===== config.mk =====
export PLATFORM = sky130hd
export DESIGN_NAME = ga_int_gen
export DESIGN_NICKNAME = d
export VERILOG_FILES = /design/src/rtl/ga_int_pkg.sv /design/src/rtl/edge_det.sv /design/src/rtl/ga_int_gen.sv
export SDC_FILE = /design/constraint.sdc
export NUM_CORES = 1
export LEC_CHECK = 0
export BUFFER_PORTS_ARGS = -buffer_cell sky130_fd_sc_hd__clkbuf_2
export CAP_MARGIN = 20
export CELL_PAD_IN_SITES_DETAIL_PLACEMENT = 0
export CELL_PAD_IN_SITES_GLOBAL_PLACEMENT = 1
export CORE_UTILIZATION = 39
export CTS_BUF_LIST = sky130_fd_sc_hd__clkbuf_8 sky130_fd_sc_hd__clkbuf_16
export CTS_CLUSTER_SIZE = 28
export DETAILED_ROUTE_END_ITERATION = 6
export GPL_TIMING_DRIVEN = 0
export PLACE_DENSITY = 0.75
export SYNTH_ARGS = -nofsm -noshare
export SYNTH_HDL_FRONTEND = slang
export SYNTH_HIERARCHICAL = 1
export SYNTH_SLANG_ARGS = --single-unit

===== constraint.sdc =====
create_clock -name clock -period 3.8 [get_ports clock]
set_clock_uncertainty 0.15 [all_clocks]
set_input_delay 0.76 -clock clock [delete_from_list [all_inputs] [get_ports clock]]
set_output_delay 0.76 -clock clock [all_outputs]
set_load 0.05 [all_outputs]

===== src/rtl/ga_int_pkg.sv =====
// ga_int_pkg: shared types and constants for the GA40010 interrupt generator.
package ga_int_pkg;

    // VSYNC resynchronisation state
    typedef enum logic {
        IDLE = 1'b0,
        WAIT = 1'b1
    } vs_state_t;

    localparam int INT_PERIOD_DEF = 52;
    localparam int VS_DELAY_DEF   = 2;
    localparam int RESYNC_THRESH  = 32;

endpackage


===== src/rtl/edge_det.sv =====
// edge_det: one-bit registered rise/fall detector. The previous-sample
// register resets to 0, so a level already low at reset release gives no fall.
module edge_det (
    input  logic clock,
    input  logic reset,
    input  logic d,
    output logic rise,
    output logic fall
);

    logic d_prev_reg;

    // Remember the last sample and register the edge strobes
    always_ff @(posedge clock) begin
        if (reset) begin
            d_prev_reg <= 1'b0;
            rise       <= 1'b0;
            fall       <= 1'b0;
        end else begin
            d_prev_reg <= d;
            rise       <= ~d_prev_reg & d;
            fall       <= d_prev_reg & ~d;
        end
    end

endmodule


===== src/rtl/ga_int_gen.sv =====
// ga_int_gen: GA40010 interrupt timing generator. Counts HSYNC falling edges,
// issues a set strobe every INT_PERIOD lines and a reset strobe on CPU
// acknowledge or register clear. The VSYNC resync FSM is compiled in only when
// GA_INT_VSYNC_RESYNC_EN is defined; otherwise the counter runs free.
module ga_int_gen
    import ga_int_pkg::*;
#(
    parameter int INT_PERIOD = INT_PERIOD_DEF,
    parameter int VS_DELAY   = VS_DELAY_DEF
) (
    input  logic       clock,
    input  logic       reset,
    input  logic       hsync,
    input  logic       vsync,
    input  logic       int_ack,
    input  logic       reg_clr,
    output logic       int_set,
    output logic       int_rst,
    output logic [5:0] count
);

    localparam logic [6:0] PERIOD7 = 7'(INT_PERIOD);
    localparam logic [5:0] THRESH6 = 6'(RESYNC_THRESH);

    logic       hs_fall;
    logic       hs_rise_unused;
    logic       ack_reg;
    logic       clr_reg;
    logic [5:0] count_reg;
    logic [5:0] count_next;
    logic [5:0] masked;
    logic [6:0] inc;
    logic       set_next;
    logic       rst_next;
    logic       resync_hit;
    logic       int_set_reg;
    logic       int_rst_reg;

    edge_det u_hs_edge (
        .clock (clock),
        .reset (reset),
        .d     (hsync),
        .rise  (hs_rise_unused),
        .fall  (hs_fall)
    );

    // Register the CPU pulses so they line up with the registered line edge
    always_ff @(posedge clock) begin
        if (reset) begin
            ack_reg <= 1'b0;
            clr_reg <= 1'b0;
        end else begin
            ack_reg <= int_ack;
            clr_reg <= reg_clr;
        end
    end

`ifdef GA_INT_VSYNC_RESYNC_EN
    localparam logic [5:0] VS_DELAY6 = 6'(VS_DELAY);

    logic       vs_rise;
    logic       vs_fall_unused;
    vs_state_t  state_reg;
    logic [5:0] vs_cnt_reg;

    edge_det u_vs_edge (
        .clock (clock),
        .reset (reset),
        .d     (vsync),
        .rise  (vs_rise),
        .fall  (vs_fall_unused)
    );

    // The line edge that brings vs_cnt to zero performs the resync
    assign resync_hit = hs_fall && (state_reg == WAIT) && (vs_cnt_reg <= 6'd1);

    // VSYNC FSM: wait VS_DELAY lines after a VSYNC rise, then resync the counter
    always_ff @(posedge clock) begin
        if (reset) begin
            state_reg  <= IDLE;
            vs_cnt_reg <= 6'd0;
        end else if (clr_reg) begin
            state_reg  <= IDLE;
            vs_cnt_reg <= 6'd0;
        end else if (vs_rise) begin
            // A new VSYNC (re)starts the delay even while already waiting
            state_reg  <= WAIT;
            vs_cnt_reg <= VS_DELAY6;
        end else if (state_reg == WAIT && hs_fall) begin
            if (vs_cnt_reg <= 6'd1) begin
                state_reg  <= IDLE;
                vs_cnt_reg <= 6'd0;
            end else begin
                vs_cnt_reg <= vs_cnt_reg - 6'd1;
            end
        end
    end
`else
    logic unused_vsync;
    assign unused_vsync = vsync;
    assign resync_hit   = 1'b0;
`endif

    // Next counter value and strobes: clear beats everything, then the bit-5
    // mask from an acknowledge, then the line increment or resync on top of it
    always_comb begin
        masked     = count_reg;
        inc        = 7'd0;
        count_next = count_reg;
        set_next   = 1'b0;
        rst_next   = 1'b0;
        if (clr_reg) begin
            count_next = 6'd0;
            rst_next   = 1'b1;
        end else begin
            if (ack_reg) begin
                masked   = {1'b0, count_reg[4:0]};
                rst_next = 1'b1;
            end
            count_next = masked;
            if (hs_fall) begin
                if (resync_hit) begin
                    set_next   = (masked >= THRESH6);
                    count_next = 6'd0;
                end else begin
                    inc = {1'b0, masked} + 7'd1;
                    if (inc == PERIOD7) begin
                        count_next = 6'd0;
                        set_next   = 1'b1;
                    end else begin
                        count_next = inc[5:0];
                    end
                end
            end
        end
    end

    // Register counter and one-cycle strobes
    always_ff @(posedge clock) begin
        if (reset) begin
            count_reg   <= 6'd0;
            int_set_reg <= 1'b0;
            int_rst_reg <= 1'b0;
        end else begin
            count_reg   <= count_next;
            int_set_reg <= set_next;
            int_rst_reg <= rst_next;
        end
    end

    assign count   = count_reg;
    assign int_set = int_set_reg;
    assign int_rst = int_rst_reg;

endmodule

==> results of run 1 <==
-- per-layer routing --
layer | vias to the layer above | GRT usage (%)
met4 | 0 | 7.76
met5 | - | 0
met3 | 2 | 8.72
li1 | 226 | -
met2 | 12 | 19.6
met1 | 179 | 20.8
-- cell usage in the layout (no fill, tap or decap) --
cell type / count
nor3b_2: 1
o311ai_0: 2
inv_1: 2
clkbuf_2: 12
and3_1: 1
dfxtp_1: 12
o31ai_1: 1
clkbuf_8: 3
clkbuf_1: 1
nand2b_1: 2
mux2i_1: 2
nand2_1: 4
a211o_1: 1
nand4_1: 2
and4bb_1: 1
nand3_1: 1
a211oi_1: 1
a21oi_1: 2
buf_2: 1
ha_1: 1
or2_2: 1
nor2_1: 5
nor4_1: 1
a31oi_1: 1
nor2b_1: 3
nand3b_1: 1
and2_1: 2
xor2_1: 1
or2_1: 1
buf_6: 1
-- layout make-up --
class / instances / area share [%]
Sequential cell: 12 / 37.6
Clock buffer: 3 / 6.47
Tap cell: 14 / 2.75
Multi-Input combinational cell: 38 / 39.4
Inverter: 2 / 1.18
Buffer: 3 / 3.14
Timing Repair Buffer: 12 / 9.41
-- how the worst max path moves through the flow --
stage	endpoint	slack, ps	cells past startpoint
after floorplan	count[0]	2070	4
after global placement	count[4]	2070	4
after detailed placement	count[4]	2060	4
after CTS	count[2]	1890	1
after global routing	count[4]	1840	1
final	count[2]	1900	1
-- where the power goes --
group	internal, mW	switching (mW)
Sequential	0.129	0.00125
Clock	0.0695	0.0422
Combinational	0.00515	0.00834
-- metrics by stage --
| stage | hold slack, ps | setup slack, ps | utilization (%) |
|---|---|---|---|
| 2_1_floorplan | 281 | 2070 | - |
| 3_3_place_gp | 300 | 2070 | 51.0 |
| 6_report | 319 | 1900 | 54.5 |
| 5_1_grt | 335 | 1840 | 54.5 |
| 3_5_place_dp | 312 | 2060 | 51.0 |
| 4_1_cts | 322 | 1890 | 54.5 |
==> results by group, run 1 <==
Clock tree
  • Hold_buf cts: 0
  • Post-CTS sizing: 0
  • Num CTS Buffers: 3
  • CTS tree: built
  • Clk sink count: 12
  • Setup bufs post-CTS: 0
  • CTS H-tree depth: 1
  • Worst-skew pair later-pin latency: 240 ps
  • Clock transition at the registers of the reported paths: 50 ps
  • CTS root buffer: clkbuf_8
  • Clock Path Buffers: 2

STA
  • RSZ-0062 raised after global routing: no
  • TNS Setup: 0 ps
  • Final hold viol count: 0
  • Min cycle time layout: 1900 ps
  • Slew @ Worst Pin: 292 ps
  • # setup viols final: 0
  • Final slew viol count: 0
  • F_max: 0.526 GHz
  • Max-slew headroom at the worst pin: 80.3%
  • Tcrit/Tclk final: 50.0%

Drt
  • Vias: 419
  • Highest routed layer: met4
  • WL final: 884 um
  • Drt pass-1 iters: 4
  • Final routed DRC violation total: 0
  • Drt wl/cell: 10.5 um
  • Post-route ant nets: 0
  • Met2 WL: 341 um
  • Via/cell ratio: 4.99
  • Metal3 WL: 55 um
  • DRT iter0 DRCs: 3
  • Metal1 wirelength: 472 um

GRT
  • Largest net degree at the start of global routing: 11
  • GRT overflow: 0
  • Vias in the first global route: 339
  • All-layer global routing usage: 15.6%
  • First-pass GRT wire length: 1500 um
  • Initial antenna violation count: 0

Critical path
  • WP data arrival: 990 ps
  • Startpoint types: flop
  • Reg2reg start: count[0]
  • R2R depth: 4
  • Critical Path Max Stage Delay: 430 ps
  • CP Cell Sequence: clkbuf_2
  • Worst-path fanout max: 8
  • R2r setup slk: 2340 ps
  • Critical Path Source: count[2]
  • CP Capture Type: primary output
  • Worst Setup Path Type: flop to primary output
  • Worst Path Required: 2890 ps
  • Slowest cell on the critical path: dfxtp_1
  • Reg-to-reg endpoint: count[0]
  • CP top delay family: flip-flops
  • CP Buf/Inv Count: 1

Worst hold path
  • Hold endpoint: u_hs_edge/fall
  • Hold_sp: u_hs_edge/d_prev_reg
  • Min-delay worst type: flop to flop
  • Hold Path Depth: 1

Die
  • Die area: 1480 um2
  • IO Count: 14
  • Die Wd: 38.5 um
  • Initial Utilization: 44.3%
  • Row cnt: 12
  • Core Area: 1170 um2
  • Die height: 38.5 um

Synthesis
  • Syn Nets: 62
  • Syn Inst Count: 55
  • Synthesized area per cell: 9.44 um2
  • YS warnings: 6
  • Mapped Area: 519 um2

Placed design
  • PortBufs: 12
  • Placement-stage cell area: 597 um2
  • Placed cells: 81
  • Detailed Place HPWL: 617 um
  • Global placement routability congestion: 0.772

Finish
  • Share of post-route cells with drive strength above 1: 27.1%
  • Filler instances: 113
  • Footprint of the multi-input gates: 251 um2
  • Final cell count without fillers: 84
  • Max reg flops: 6
  • Final nets: 79
  • FF/Latch Area: 240 um2
  • Final Cell Area: 638 um2
  • N_diodes: 0
  • Area grow syn2layout: 22.9%

Power and ir drop
  • Power, Total: 0.255 mW
  • Worst vdd ir: 0.203 mV
  • Power per standard cell area: 400 nW/um2
  • Leakage power: 0.263 nW

Job
  • Max Cap Viol: 0

Run status
  • Run status: complete, no violations
Note: power is estimated with default switching activity, not from simulation.
==> run 2, diff against run 1 <==
--- a/config.mk
+++ b/config.mk
@@ -5,16 +5,18 @@
 export SDC_FILE = /design/constraint.sdc
 export NUM_CORES = 1
 export LEC_CHECK = 0
+export ABC_AREA = 1
 export BUFFER_PORTS_ARGS = -buffer_cell sky130_fd_sc_hd__clkbuf_2
 export CAP_MARGIN = 20
 export CELL_PAD_IN_SITES_DETAIL_PLACEMENT = 0
 export CELL_PAD_IN_SITES_GLOBAL_PLACEMENT = 1
-export CORE_UTILIZATION = 39
+export CORE_ASPECT_RATIO = 1.1
+export CORE_UTILIZATION = 31
 export CTS_BUF_LIST = sky130_fd_sc_hd__clkbuf_8 sky130_fd_sc_hd__clkbuf_16
 export CTS_CLUSTER_SIZE = 28
 export DETAILED_ROUTE_END_ITERATION = 6
 export GPL_TIMING_DRIVEN = 0
-export PLACE_DENSITY = 0.75
+export PLACE_DENSITY = 0.67
 export SYNTH_ARGS = -nofsm -noshare
 export SYNTH_HDL_FRONTEND = slang
 export SYNTH_HIERARCHICAL = 1
==> constraint.sdc (replaced) <==
create_clock -name clock -period 1.5 [get_ports clock]
set_clock_uncertainty 0.15 [all_clocks]
set_input_delay 0.3 -clock clock [delete_from_list [all_inputs] [get_ports clock]]
set_output_delay 0.3 -clock clock [all_outputs]
set_load 0.05 [all_outputs]
==> run 2 against run 1 <==
  * Design area increased by 6.5%
  * Die area increased by 29%
  * Combinational power grew to 3.3 times the previous value
  * Clock power rose to 3.2 times the previous value
  * Hold slack got worse by 230 ps
  * Critical path type unchanged
  * Largest cell class is now flip-flops and latches
==> results by group, run 2 <==
Finish
  • Final nets: 97 (+23%)
  • Final cell count without fillers: 106 (+26%)
  • Max reg flops: 6 (unchanged)
  • Most frequent cells in the layout: 13 x inv_1, 13 x nand2_1, 12 x clkbuf_2
  • Area grow syn2layout: 26.3%
  • Filler instances: 171 (+51%)
  • Share of post-route cells with drive strength above 1: 32.6% (+5.4 points)
  • N_diodes: 0 (unchanged)

Critical path
  • CP top delay family: flip-flops
  • Startpoint types: flop
  • Slowest cell on the critical path: dfxtp_2
  • CP Cell Sequence: clkbuf_2
  • WP data arrival: 930 ps (-60 ps)
  • CP Buf/Inv Count: 1 (unchanged)
  • Worst Setup Path Type: flop to primary output
  • Worst Path Required: 1050 ps (-1840 ps)
  • Critical Path Max Stage Delay: 390 ps (-40 ps)
  • Worst-path fanout max: 6 (-2)
  • CP Capture Type: primary output

STA
  • # setup viols final: 0 (unchanged)
  • Tcrit/Tclk final: 92.1%
  • Min cycle time layout: 1380 ps
  • TNS Setup: 0 ps (unchanged)
  • Final hold viol count: 0 (unchanged)
  • Slew @ Worst Pin: 277 ps (-15.3 ps)
  • Max-slew headroom at the worst pin: 81.6% (+1.3 points)
  • RSZ-0062 raised after global routing: no
  • F_max: 0.724 GHz
  • Final slew viol count: 0 (unchanged)

Synthesis
  • Syn Inst Count: 73 (+33%)
  • Synthesized area per cell: 7.37 um2 (-22%)
  • Syn Nets: 80 (+29%)
  • YS warnings: 6 (unchanged)
  • Mapped Area: 538 um2 (+3.6%)

Clock tree
  • Post-CTS sizing: 0 (unchanged)
  • Clock Path Buffers: 2 (unchanged)
  • Num CTS Buffers: 3 (unchanged)
  • Hold_buf cts: 0 (unchanged)
  • Clock transition at the registers of the reported paths: 60 ps (about the same)
  • Worst-skew pair later-pin latency: 240 ps (about the same)
  • CTS tree: built
  • Setup bufs post-CTS: 0 (unchanged)
  • CTS H-tree depth: 1 (unchanged)
  • Clk sink count: 12 (unchanged)
  • CTS root buffer: clkbuf_8

Job
  • Max Cap Viol: 0 (unchanged)

Drt
  • Final routed DRC violation total: 0 (unchanged)
  • Post-route ant nets: 0 (unchanged)
  • Metal1 wirelength: 465 um (-1.5%)
  • DRT iter0 DRCs: 6 (+3)
  • WL final: 1030 um (+16%)
  • Metal3 WL: 47 um (-15%)
  • Drt pass-1 iters: 4 (unchanged)
  • Highest routed layer: met4
  • Vias: 488 (+16%)
  • Via/cell ratio: 4.60 (-7.7%)
  • Drt wl/cell: 9.67 um (-8.1%)
  • Met2 WL: 488 um (+43%)

Die
  • IO Count: 14 (unchanged)
  • Initial Utilization: 33.7% (-11 points)
  • Die Wd: 41.7 um (+8.4%)
  • Core Area: 1600 um2 (+36%)
  • Row cnt: 15 (+3)
  • Die area: 1910 um2 (+29%)
  • Die height: 45.7 um (+19%)

GRT
  • Largest net degree at the start of global routing: 8 (-3)
  • First-pass GRT wire length: 1610 um (+7.3%)
  • GRT overflow: 0 (unchanged)
  • Vias in the first global route: 401 (+18%)
  • Initial antenna violation count: 0 (unchanged)
  • All-layer global routing usage: 11.7% (-3.9 points)

Worst hold path
  • Min-delay worst type: input port to flop

Run status
  • Run status: complete, no violations

Placed design
  • Global placement routability congestion: 0.730 (-5.5%)
  • Placed cells: 102 (+26%)
  • PortBufs: 12 (unchanged)
  • Detailed Place HPWL: 770 um (+25%)

Power and ir drop
  • Leakage power: 0.325 nW (+23%)
  • Power, Total: 0.734 mW (+190%)
  • Power per standard cell area: 1080 nW/um2 (+170%)
  • Worst vdd ir: 0.400 mV (+96%)
## run 2: cell type report
class	count	area [um2]	share of cell area, %
repair buffers	12	60.1	8.84
flip-flops and latches	12	245	36.1
inverters	14	52.6	7.73
well taps	17	21.3	3.13
clock buffers	4	55.1	8.10
multi-input cells	47	245	36.1
## run 2: stage by stage
step / cell area (um2) / utilization, % / setup WS [ps] / hold WS [ps]
after floorplan: 543 / - / 3.88 / 221
after global placement: 624 / 39.1 / 159 / 261
after detailed placement: 624 / 39.1 / 171 / 262
after CTS: 679 / 42.6 / 114 / 88.2
after global routing: 679 / 42.6 / 70.6 / 89.1
final: 679 / 42.6 / 119 / 84.3
## run 2: layer usage
metal	vias to the layer above	GRT usage, %
li1	253	-
met1	222	13.8
met2	8	18.4
met3	5	3.57
met4	0	7.74
met5	-	0
## run 2: power by group
group | internal [mW] | leakage [nW] | switching, mW
clock | 0.232 | 0.0288 | 0.123
combinational | 0.0139 | 0.196 | 0.0307
sequential | 0.328 | 0.100 | 0.00662
## run 2: worst paths after layout
| path | start | endpoint | slack, ps | cells after the start |
|---|---|---|---|---|
| max | count[0] | count[0] | 120 | 1 |
| min | hsync | u_hs_edge/fall | 80 | 2 |
| max reg2reg | count[0] | count[0] | 150 | 6 |
| min reg2reg | u_hs_edge/d_prev_reg | u_hs_edge/fall | 260 | 2 |
==> run 3, diff against run 2 <==
--- a/config.mk
+++ b/config.mk
@@ -16,7 +16,7 @@
 export CTS_CLUSTER_SIZE = 28
 export DETAILED_ROUTE_END_ITERATION = 6
 export GPL_TIMING_DRIVEN = 0
-export PLACE_DENSITY = 0.67
+export PLACE_DENSITY = 0.78
 export SYNTH_ARGS = -nofsm -noshare
 export SYNTH_HDL_FRONTEND = slang
 export SYNTH_HIERARCHICAL = 1
==> run 3 against run 2 <==
  * Non-clock buffer count stayed put
  * Sequential cell count unchanged
  * Setup slack improved by 7.8 ps
  * Via count down 4.9%
  * Routed wire length decreased by 7.5%
  * Global-route usage increased by 0.68 points
  * Combinational power barely moved
==> results by group, run 3 (synthesis gave the netlist of run 2 again) <==
STA
  • Final hold viol count: 0 (unchanged)
  • RSZ-0062 raised after global routing: no
  • Max-slew headroom at the worst pin: 81.6% (about the same)
  • F_max: 0.728 GHz (+0.57%)
  • Slew @ Worst Pin: 277 ps (+0.611 ps)
  • Setup slack after layout: 127 ps (+7.78 ps)
  • # setup viols final: 0 (unchanged)
  • TNS Setup: 0 ps (unchanged)
  • Tcrit/Tclk final: 91.6% (-0.52 points)
  • Final slew viol count: 0 (unchanged)
  • Min cycle time layout: 1370 ps (-7.78 ps)

Clock tree
  • CTS root buffer: clkbuf_8
  • Post-CTS sizing: 0 (unchanged)
  • Setup bufs post-CTS: 0 (unchanged)
  • CTS H-tree depth: 1 (unchanged)
  • Hold_buf cts: 0 (unchanged)
  • Num CTS Buffers: 3 (unchanged)
  • CTS tree: built
  • Clk sink count: 12 (unchanged)
  • Worst-skew pair later-pin latency: 240 ps (about the same)
  • Clock Path Buffers: 2 (unchanged)
  • Clock transition at the registers of the reported paths: 50 ps (about the same)

Die
  • Initial Utilization: 33.7% (unchanged)
  • Die area: 1910 um2 (unchanged)
  • Die height: 45.7 um (unchanged)
  • Core Area: 1600 um2 (unchanged)
  • Die Wd: 41.7 um (unchanged)
  • IO Count: 14 (unchanged)
  • Row cnt: 15 (unchanged)

Critical path
  • R2r setup slk: 160 ps (about the same)
  • WP data arrival: 920 ps (about the same)
  • CP top delay family: flip-flops
  • Worst-path fanout max: 6 (unchanged)
  • Logic depth of the worst path, buffers included: 1 (unchanged)
  • Reg2reg start: count[0]
  • Startpoint types: flop
  • Slowest cell on the critical path: dfxtp_2
  • CP Buf/Inv Count: 1 (unchanged)
  • Critical Path Max Stage Delay: 390 ps (about the same)
  • R2R depth: 6 (unchanged)
  • Worst Setup Path Type: flop to primary output
  • Crit path to: count[2]
  • CP Cell Sequence: clkbuf_2
  • Worst Path Required: 1050 ps (about the same)
  • Critical Path Source: count[2]
  • Reg-to-reg endpoint: count[0]
  • CP Capture Type: primary output

Finish
  • Footprint of the multi-input gates: 245 um2 (unchanged)
  • Area grow syn2layout: 26.3% (unchanged)
  • Share of post-route cells with drive strength above 1: 32.6% (unchanged)
  • Final nets: 97 (unchanged)
  • Final cell count without fillers: 106 (unchanged)
  • Max reg flops: 6 (unchanged)
  • Final Cell Area: 679 um2 (unchanged)
  • FF/Latch Area: 245 um2 (unchanged)
  • Most frequent cells in the layout: 13 x inv_1, 13 x nand2_1, 12 x clkbuf_2
  • N_diodes: 0 (unchanged)
  • Filler instances: 162 (-5.3%)

Placed design
  • Detailed Place HPWL: 745 um (-3.3%)
  • PortBufs: 12 (unchanged)
  • Global placement routability congestion: 0.774 (+6.1%)
  • Placement-stage cell area: 624 um2 (unchanged)
  • Place WS: 150 ps (-21.2 ps)
  • Placed cells: 102 (unchanged)

Power and ir drop
  • Worst vdd ir: 0.540 mV (+35%)
  • Power per standard cell area: 1070 nW/um2 (-1.3%)
  • Leakage power: 0.325 nW (unchanged)

GRT
  • Initial antenna violation count: 0 (unchanged)
  • First-pass GRT wire length: 1770 um (+9.9%)
  • Vias in the first global route: 433 (+8.0%)
  • All-layer global routing usage: 12.4% (+0.68 points)
  • GRT overflow: 0 (unchanged)
  • Largest net degree at the start of global routing: 8 (unchanged)

Job
  • Max Cap Viol: 0 (unchanged)

Drt
  • Drt pass-1 iters: 2 (-2)
  • Via/cell ratio: 4.38 (-4.9%)
  • Drt wl/cell: 8.94 um (-7.5%)
  • WL final: 948 um (-7.5%)
  • Final routed DRC violation total: 0 (unchanged)
  • DRT iter0 DRCs: 8 (+2)
  • Post-route ant nets: 0 (unchanged)
  • Vias: 464 (-4.9%)

Worst hold path
  • Min-delay worst type: input port to flop

Run status
  • Run status: complete, no violations
[run 3: how the worst min path moves through the flow]
stage | from | endpoint | slack, ps | depth (start not counted)
after global routing | hsync | u_hs_edge/fall | 90 | 2
after floorplan | reset | ack_reg | 220 | 1
after detailed placement | u_hs_edge/d_prev_reg | u_hs_edge/fall | 260 | 2
final | hsync | u_hs_edge/fall | 90 | 2
after CTS | hsync | u_hs_edge/fall | 90 | 2
after global placement | u_hs_edge/d_prev_reg | u_hs_edge/fall | 260 | 2
[run 3: routing by layer]
metal	routed length [um]	vias up	GRT usage, %
met5	0	-	0
met4	24	0	7.74
met3	23	4	2.78
met2	430	5	18.8
met1	470	201	16.0
li1	-	254	-
[run 3: final cells by class]
class                           instances  share of cell area [%]
Timing Repair Buffer                   12                    8.84
Inverter                               14                    7.73
Clock buffer                            4                    8.10
Multi-Input combinational cell         47                    36.1
Sequential cell                        12                    36.1
Tap cell                               17                    3.13
[run 3: per-stage QoR]
stage	util [%]	hold WS (ps)	total power, mW
6_report	42.6	91.4	0.724
5_1_grt	42.6	88.5	0.751
4_1_cts	42.6	89.5	0.734
3_5_place_dp	39.1	265	0.386
3_3_place_gp	39.1	260	0.386
2_1_floorplan	-	221	0.371
[run 3: power breakdown]
part,switching [mW],internal (mW),total [mW]
clock,0.114,0.231,0.345
sequential,0.00641,0.328,0.335
combinational,0.0306,0.0139,0.0445
